[config.mk]
export PLATFORM = sky130hd
export DESIGN_NAME = reg_read_port
export DESIGN_NICKNAME = d
export VERILOG_FILES = /design/src/rtl/reg_read_port_pkg.sv /design/src/rtl/reg_read_fifo.sv /design/src/rtl/reg_read_port.sv
export SDC_FILE = /design/constraint.sdc
export NUM_CORES = 1
export LEC_CHECK = 0
export ABC_AREA = 1
export CAP_MARGIN = 20
export CORE_AREA = 2 2 107 109
export DETAILED_ROUTE_END_ITERATION = 12
export DIE_AREA = 0 0 109 111
export PLACE_DENSITY = 0.9
export SYNTH_ARGS = -nofsm -noshare
export SYNTH_HDL_FRONTEND = slang
export SYNTH_SLANG_ARGS = --single-unit
[constraint.sdc]
create_clock -name CLK -period 4.9 [get_ports CLK]
set_clock_uncertainty 0.2 [all_clocks]
set_input_delay 0.98 -clock CLK [delete_from_list [all_inputs] [get_ports CLK]]
set_output_delay 0.98 -clock CLK [all_outputs]
set_load 0.01 [all_outputs]
[src/rtl/reg_read_port_pkg.sv]
// Shared encodings for the register-file read port: 8086 reg-field codes,
// access-width codes and the byte-widening helper.
package reg_read_port_pkg;

    localparam logic [2:0] REG_AL = 3'b000;
    localparam logic [2:0] REG_CL = 3'b001;
    localparam logic [2:0] REG_DL = 3'b010;
    localparam logic [2:0] REG_BL = 3'b011;
    localparam logic [2:0] REG_AH = 3'b100;
    localparam logic [2:0] REG_CH = 3'b101;
    localparam logic [2:0] REG_DH = 3'b110;
    localparam logic [2:0] REG_BH = 3'b111;

    localparam logic [2:0] REG_AX = 3'b000;
    localparam logic [2:0] REG_CX = 3'b001;
    localparam logic [2:0] REG_DX = 3'b010;
    localparam logic [2:0] REG_BX = 3'b011;
    localparam logic [2:0] REG_SP = 3'b100;
    localparam logic [2:0] REG_BP = 3'b101;
    localparam logic [2:0] REG_SI = 3'b110;
    localparam logic [2:0] REG_DI = 3'b111;

    localparam logic W_BYTE = 1'b0;
    localparam logic W_WORD = 1'b1;

    function automatic logic [15:0] widen_byte(input logic [7:0] b, input logic sx);
        if (sx) begin
            return {{8{b[7]}}, b};
        end else begin
            return {8'h00, b};
        end
    endfunction

endpackage

[src/rtl/reg_read_fifo.sv]
// Response queue for the register read port: DEPTH-entry circular buffer
// with occupancy count; full/empty derive from the registered count only.
module reg_read_fifo
    import reg_read_port_pkg::*;
#(
    parameter int DEPTH = 4,
    parameter int WIDTH = 20
) (
    input  logic                       clk_i,
    input  logic                       rst_ni,
    input  logic                       push_i,
    input  logic [WIDTH-1:0]           data_i,
    output logic                       ready_o,
    input  logic                       pop_i,
    output logic                       valid_o,
    output logic [WIDTH-1:0]           data_o,
    output logic [$clog2(DEPTH):0]     count_o
);

    localparam int PW = $clog2(DEPTH);
    localparam int CW = PW + 1;

    logic [WIDTH-1:0] mem_q [DEPTH];
    logic [PW-1:0]    wr_ptr_q, wr_ptr_d;
    logic [PW-1:0]    rd_ptr_q, rd_ptr_d;
    logic [CW-1:0]    count_q, count_d;
    logic             push_s, pop_s;

    assign ready_o = (count_q != CW'(DEPTH));
    assign valid_o = (count_q != CW'(0));
    assign data_o  = mem_q[rd_ptr_q];
    assign count_o = count_q;

    assign push_s = push_i & ready_o;
    assign pop_s  = pop_i & valid_o;

    // Next pointers and occupancy; pointers wrap naturally as DEPTH is a power of two.
    always_comb begin
        wr_ptr_d = wr_ptr_q;
        rd_ptr_d = rd_ptr_q;
        count_d  = count_q;
        if (push_s) begin
            wr_ptr_d = wr_ptr_q + PW'(1);
        end else begin
            wr_ptr_d = wr_ptr_q;
        end
        if (pop_s) begin
            rd_ptr_d = rd_ptr_q + PW'(1);
        end else begin
            rd_ptr_d = rd_ptr_q;
        end
        case ({push_s, pop_s})
            2'b10:   count_d = count_q + CW'(1);
            2'b01:   count_d = count_q - CW'(1);
            default: count_d = count_q;
        endcase
    end

    // State registers; reset also wipes storage so nothing stale can resurface.
    always_ff @(posedge clk_i) begin
        if (!rst_ni) begin
            wr_ptr_q <= '0;
            rd_ptr_q <= '0;
            count_q  <= '0;
            for (int i = 0; i < DEPTH; i++) begin
                mem_q[i] <= '0;
            end
        end else begin
            wr_ptr_q <= wr_ptr_d;
            rd_ptr_q <= rd_ptr_d;
            count_q  <= count_d;
            if (push_s) begin
                mem_q[wr_ptr_q] <= data_i;
            end
        end
    end

endmodule

[src/rtl/reg_read_port.sv]
// Register-file read port: selects the 8086 reg/W operand on acceptance and
// queues {operand, tag} for in-order return to the consumer.
module reg_read_port
    import reg_read_port_pkg::*;
#(
    parameter int DEPTH = 4,
    parameter int TAG_W = 4
) (
    input  logic                     CLK,
    input  logic                     RST,
    input  logic                     REQ_VALID,
    output logic                     REQ_READY,
    input  logic [2:0]               REQ_REG,
    input  logic                     REQ_W,
    input  logic                     REQ_SX,
    input  logic [TAG_W-1:0]         REQ_TAG,
    input  logic [7:0]               AL,
    input  logic [7:0]               CL,
    input  logic [7:0]               DL,
    input  logic [7:0]               BL,
    input  logic [7:0]               AH,
    input  logic [7:0]               CH,
    input  logic [7:0]               DH,
    input  logic [7:0]               BH,
    input  logic [15:0]              SP,
    input  logic [15:0]              BP,
    input  logic [15:0]              SI,
    input  logic [15:0]              DI,
    output logic                     RSP_VALID,
    input  logic                     RSP_READY,
    output logic [15:0]              RSP_DATA,
    output logic [TAG_W-1:0]         RSP_TAG,
    output logic [$clog2(DEPTH):0]   COUNT
);

    logic [7:0]        byte_s;
    logic [15:0]       word_s;
    logic [15:0]       operand_s;
    logic [15+TAG_W:0] rsp_entry_s;

    // Operand select from the live register-file outputs at acceptance.
    always_comb begin
        byte_s    = 8'h00;
        word_s    = 16'h0000;
        operand_s = 16'h0000;
        case (REQ_REG)
            REG_AL:  byte_s = AL;
            REG_CL:  byte_s = CL;
            REG_DL:  byte_s = DL;
            REG_BL:  byte_s = BL;
            REG_AH:  byte_s = AH;
            REG_CH:  byte_s = CH;
            REG_DH:  byte_s = DH;
            REG_BH:  byte_s = BH;
            default: byte_s = 8'h00;
        endcase
        case (REQ_REG)
            REG_AX:  word_s = {AH, AL};
            REG_CX:  word_s = {CH, CL};
            REG_DX:  word_s = {DH, DL};
            REG_BX:  word_s = {BH, BL};
            REG_SP:  word_s = SP;
            REG_BP:  word_s = BP;
            REG_SI:  word_s = SI;
            REG_DI:  word_s = DI;
            default: word_s = 16'h0000;
        endcase
        if (REQ_W == W_WORD) begin
            operand_s = word_s;
        end else begin
            operand_s = widen_byte(byte_s, REQ_SX);
        end
    end

    reg_read_fifo #(
        .DEPTH (DEPTH),
        .WIDTH (16 + TAG_W)
    ) u_fifo (
        .clk_i   (CLK),
        .rst_ni  (RST),
        .push_i  (REQ_VALID),
        .data_i  ({operand_s, REQ_TAG}),
        .ready_o (REQ_READY),
        .pop_i   (RSP_READY),
        .valid_o (RSP_VALID),
        .data_o  (rsp_entry_s),
        .count_o (COUNT)
    );

    assign RSP_DATA = rsp_entry_s[15+TAG_W:TAG_W];
    assign RSP_TAG  = rsp_entry_s[TAG_W-1:0];

endmodule
==> results.cfg, run 1 <==
[clock_tree]
root_buffer = clkbuf_16
cts_buffers = 9
h-tree-depth = 3
clkTransAtPathRegs_ps = 60
post_cts_buffers = 0
ctsHoldBuffers = 0
clock_latency_ps = 340
tritoncts = built
clk_path_buf_depth = 2
cts.sinks = 89
ctsResizeCount = 0

[sta]
relSlewSlack = 0.351
rsz0062_at_grt = no
layout_setup_ws_ps = 1070
timing.final.crit_share = 0.782
final_max_slew_viol_count = 0
finalSetupViolCount = 0
fin_setup_tns_ps = 0
final-hold-violation-count = 0
period_needed_ps = 3830
tightestPinTransition_ps = 970
fmax_mhz = 261

[critical_path]
reg2reg_depth = 7
crit_type = flip-flop to output pin
setup.worst_path.end_class = output pin
critPathMaxFanout = 41
worstPathArrival_ps = 2650
crit_required_ps = 3720
cp-start-kind = flip-flop

[global_routing]
grt.overflow.total = 0
grt_start_max_net_pins = 42
antenna_found_initial = 0
grt_pass1_wl_um = 25500
grt_use_total = 0.272
grt_pass1_vias = 5178

[final_layout]
multi_input_area_sq_mm = 0.00230
design_area_sq_mm = 0.00762
area_delta_synth_final_pct = 36.3
fin_util = 0.688
n_antenna_cell = 0
fin_cells = 994
fillCellCount = 842
regArea_sq_mm = 0.00258
drive_gt1_frac = 0.0917
nets = 989

[route]
drtIter0Drc = 554
viasPerCell = 5.58
via_count = 5547
wirelength_um = 16400
drtPass1Iterations = 6
routedWlPerCell_um = 16.5
ant_nets = 0
drc = 0

[synth]
ys_warn_count = 0
synth_cell_type_count = 30
avgSynthCellArea_sq_um = 7.98
synthCells = 701
synth.top_cells.by_area = edfxtp_1, nor2_1, inv_1
yosysTopAreaCell = edfxtp_1
synthesis.nets = 844
yosysTopAreaCellShare = 0.430
syn_area_sq_mm = 0.00559
ys_seq_area_frac = 0.462
ys_ff_latch = 89

[placed_design]
hpwlAfterDp_um = 11400
numPortBuffers = 165
place_inst = 978
gp_congestion = 0.983
place_area_sq_mm = 0.00728
place_ws_ps = 1140

[power_and_ir_drop]
ir_worst_vdd_mv = 0.202
p_per_area_mw_per_mm2 = 341
p_leak_nw = 3.16

[floorplan]
initial_core_util = 0.505
die-area_sq_mm = 0.0121
io_pins = 166
dieWidth_um = 109
fp.coreArea_sq_mm = 0.0111
num_rows = 39
die_height_um = 111

[hold_path]
min_path_type = flip-flop to flip-flop
holdPathStages = 2

[outcome]
status = finished clean

[flow_run]
maxCapViolCount = 0
[worst paths after layout]
path                      start            endpoint  slack [ps]
max reg2reg   u_fifo.count_o[0]  u_fifo.mem_q[1][6]        2390
max                   flip-flop          RSP_TAG[3]        1070
min          u_fifo.rd_ptr_q[1]  u_fifo.rd_ptr_q[1]         260
min reg2reg  u_fifo.rd_ptr_q[1]  u_fifo.rd_ptr_q[1]         260
[where the power goes]
| part | internal [W] | switching [W] |
|---|---|---|
| sequential | 0.000907 | 0.0000318 |
| clock | 0.000498 | 0.000271 |
| combinational | 0.000410 | 0.000481 |
| total | 0.00182 | 0.000785 |
[layout make-up]
type                       instances  area share
timing repair buffer             178       0.230
tap                              143      0.0235
sequential                        89       0.339
multi-input combinational        442       0.302
clock inverter                     5      0.0136
inverter                         126      0.0621
clock buffer                      11      0.0305
[cell families after synthesis]
| logic type | count (synthesis) | share of synthesized area |
|---|---|---|
| compound gates | 200 | 0.210 |
| fa+ha+maj | 2 | 0.00582 |
| buf+inv | 170 | 0.128 |
| flops | 89 | 0.462 |
| simple gates | 240 | 0.195 |
[registers in the layout, indices dropped and copies added (netlist names), named ones only]
register / count
u_fifo.wr_ptr_q: 2
u_fifo.rd_ptr_q: 2
u_fifo.count_o: 3
u_fifo.mem_q: 80
[synth_stat cells (all sizes together)]
master,count
nor2,136
nand4,18
fa,1
ha,1
a21oi,40
nor3,4
inv,126
nand3,33
edfxtp,80
o31ai,1
or2,1
clkbuf,14
nand2,48
o21ai,114
dfxtp,9
o22ai,45
buf,30
[worst max-delay path: stages, from the launching register on]
cell             delay [ps]
dfxtp_1                 300
buf_4                   250
inv_1                   610
buf_4                   320
o21ai_0                 100
o22ai_1                 160
clkdlybuf4s50_1         560
[stage by stage]
step                hold slack (ps)  power [W]
global route                    292    0.00272
CTS                             267    0.00260
finish                          265    0.00260
global placement                255    0.00182
detailed placement              256    0.00184
floorplan                       236    0.00140
[layout by cell type, fill, tap and decap left out, types with 2 or more instances in the layout]
cell               n
clkdlybuf4s50_1  165
nand2_1           40
buf_4             13
nand4_1           17
nor2_1           134
clkbuf_1           2
dfxtp_1            9
nand3_2            4
nor3_1             3
nand2_2            8
nand3_4            2
o21ai_0           89
a21oi_2           30
bufinv_16          3
edfxtp_1          80
o22ai_1           45
inv_2              2
nand3_1           27
inv_1            124
o21ai_1           25
a21oi_1           10
clkbuf_16          9
[per-layer routing]
metal,global-route usage,part of all wire,vias to the layer above
met3,0.0494,0.091,59
met1,0.344,0.38,2495
met2,0.447,0.48,353
met4,0.126,0.046,0
met5,0,0,-
li1,-,-,2640
(Power assumes the default switching activity.)
==> run 2: changes to the inputs <==
Settings changed: CORE_AREA 2 2 107 109 to 2 2 116 118, DIE_AREA 0 0 109 111 to 0 0 118 120, PLACE_DENSITY 0.9 to 0.81.
Clock period 4.9 ns to 3.1 ns, I/O delays scaled along.
==> results.cfg, run 2 (synthesized netlist as in run 1, its figures left out) <==
[outcome]
status = finished clean

[power_and_ir_drop]
p_total_w = 0.00407
pwr-share-comb = 0.359
ir_worst_vdd_mv = 0.343
p_per_area_mw_per_mm2 = 524
p_leak_nw = 3.22
clockPowerShare = 0.275
internal_power_w = 0.00282
seqPwrFrac = 0.366
switchingPower_w = 0.00125
netSwitchingFraction = 0.308

[clock_tree]
clock_latency_ps = 340
clkTransAtPathRegs_ps = 60
tritoncts = built
cts.sinks = 89
cts_buffers = 9
clk_path_buf_depth = 2
ctsHoldBuffers = 0
h-tree-depth = 3
root_buffer = clkbuf_16

[floorplan]
io_pins = 166
num_rows = 42
fp.coreArea_sq_mm = 0.0130
initial_core_util = 0.431
dieWidth_um = 118
die-area_sq_mm = 0.0142
die_height_um = 120

[route]
drtPass1Iterations = 5
drc = 0
ant_nets = 0
drtIter0Drc = 448
routedWlPerCell_um = 16.1
wirelength_um = 16700
via_count = 5498
viasPerCell = 5.30

[final_layout]
final_cell_mix = clkdlybuf4s50_1, nor2_1, inv_1
final_common_cell = clkdlybuf4s50_1
fin_cells = 1038
largest_register_ffs = 80
n_antenna_cell = 0
nets = 1001
drive_gt1_frac = 0.106
area_delta_synth_final_pct = 38.8
regMostFlops = u_fifo.mem_q

[sta]
relSlewSlack = 0.732
whs_ps = 258
finalSetupViolCount = 0
final_max_slew_viol_count = 0
layout_setup_ws_ps = 276
final-hold-violation-count = 0
tightestPinTransition_ps = 402
fmax_mhz = 354
period_needed_ps = 2820
rsz0062_at_grt = no
fin_setup_tns_ps = 0
timing.final.crit_share = 0.911

[global_routing]
grt_use_total = 0.239
grt_pass1_vias = 5307
antenna_found_initial = 0
grt_start_max_net_pins = 41
grt_pass1_wl_um = 26600
grt.overflow.total = 0

[critical_path]
r2r_setup_slack_ps = 930
path_delay_family = buffers and inverters
critPathMaxStageDelay_ps = 590
worstPathArrival_ps = 2000
crit_type = flip-flop to output pin
crit_slowest_cell = clkdlybuf4s50_1
setup.worst_path.end_class = output pin
cp-start-kind = flip-flop
critPathMaxFanout = 21
crit_buf_inv = 3
crit_required_ps = 2280
cp_cell_sequence = inv_1, buf_4, o21ai_0, o22ai_1, clkdlybuf4s50_1

[placed_design]
numPortBuffers = 165
place_ws_ps = 312
gp_congestion = 0.931
hpwlAfterDp_um = 12100
place_inst = 1023

[hold_path]
min_path_type = flip-flop to flip-flop

[flow_run]
maxCapViolCount = 0
[run 2: final cells by class]
cell class                 count  area [sq um]
fill                        1128          5220
timing repair buffer         190          1880
multi-input combinational    442          2300
tap                          176           220
sequential                    89          2580
inverter                     126           473
clock inverter                 6          83.8
clock buffer                   9           225
[run 2: per-stage QoR]
step                      utilization  cell area (sq um)
after floorplan                     -               5590
after global placement          0.574               7450
after detailed placement        0.574               7450
after CTS                       0.598               7760
after global routing            0.598               7760
final                           0.598               7760
[run 2: per-layer routing]
layer,track usage,up-vias,share of wire
met4,0.116,0,0.030
met2,0.417,291,0.50
li1,-,2665,-
met1,0.279,2506,0.39
met3,0.0528,36,0.086
met5,0,-,0
[run 2: power groups by stage]
stage          logic, W  registers, W  clock network [W]
2_1_floorplan  0.000721       0.00150                  0
5_1_grt         0.00159       0.00150            0.00117
3_3_place_gp    0.00144       0.00151                  0
3_5_place_dp    0.00146       0.00151                  0
6_report        0.00146       0.00149            0.00112
4_1_cts         0.00147       0.00149            0.00113
[run 2: tightest hold or removal path, stage by stage, from the launching register on]
cell,delay [ps]
dfxtp_1,300
inv_1,60
a21oi_1,70
[run 2: repair_timing]
item | in CTS | in global routing
setup endpoints to repair | 1 | 0
setup buffers | 0 | 0
resized for setup | 1 | 0
[run 2: path summary, 6_finish.rpt]
path,cells after the start,from,end
worst max-delay path,5,flip-flop,RSP_DATA[0]
worst min-delay path,2,u_fifo.rd_ptr_q[1],flip-flop
worst max register to register,10,u_fifo.count_o[0],u_fifo.count_o[2]
worst min register to register,2,u_fifo.rd_ptr_q[1],flip-flop
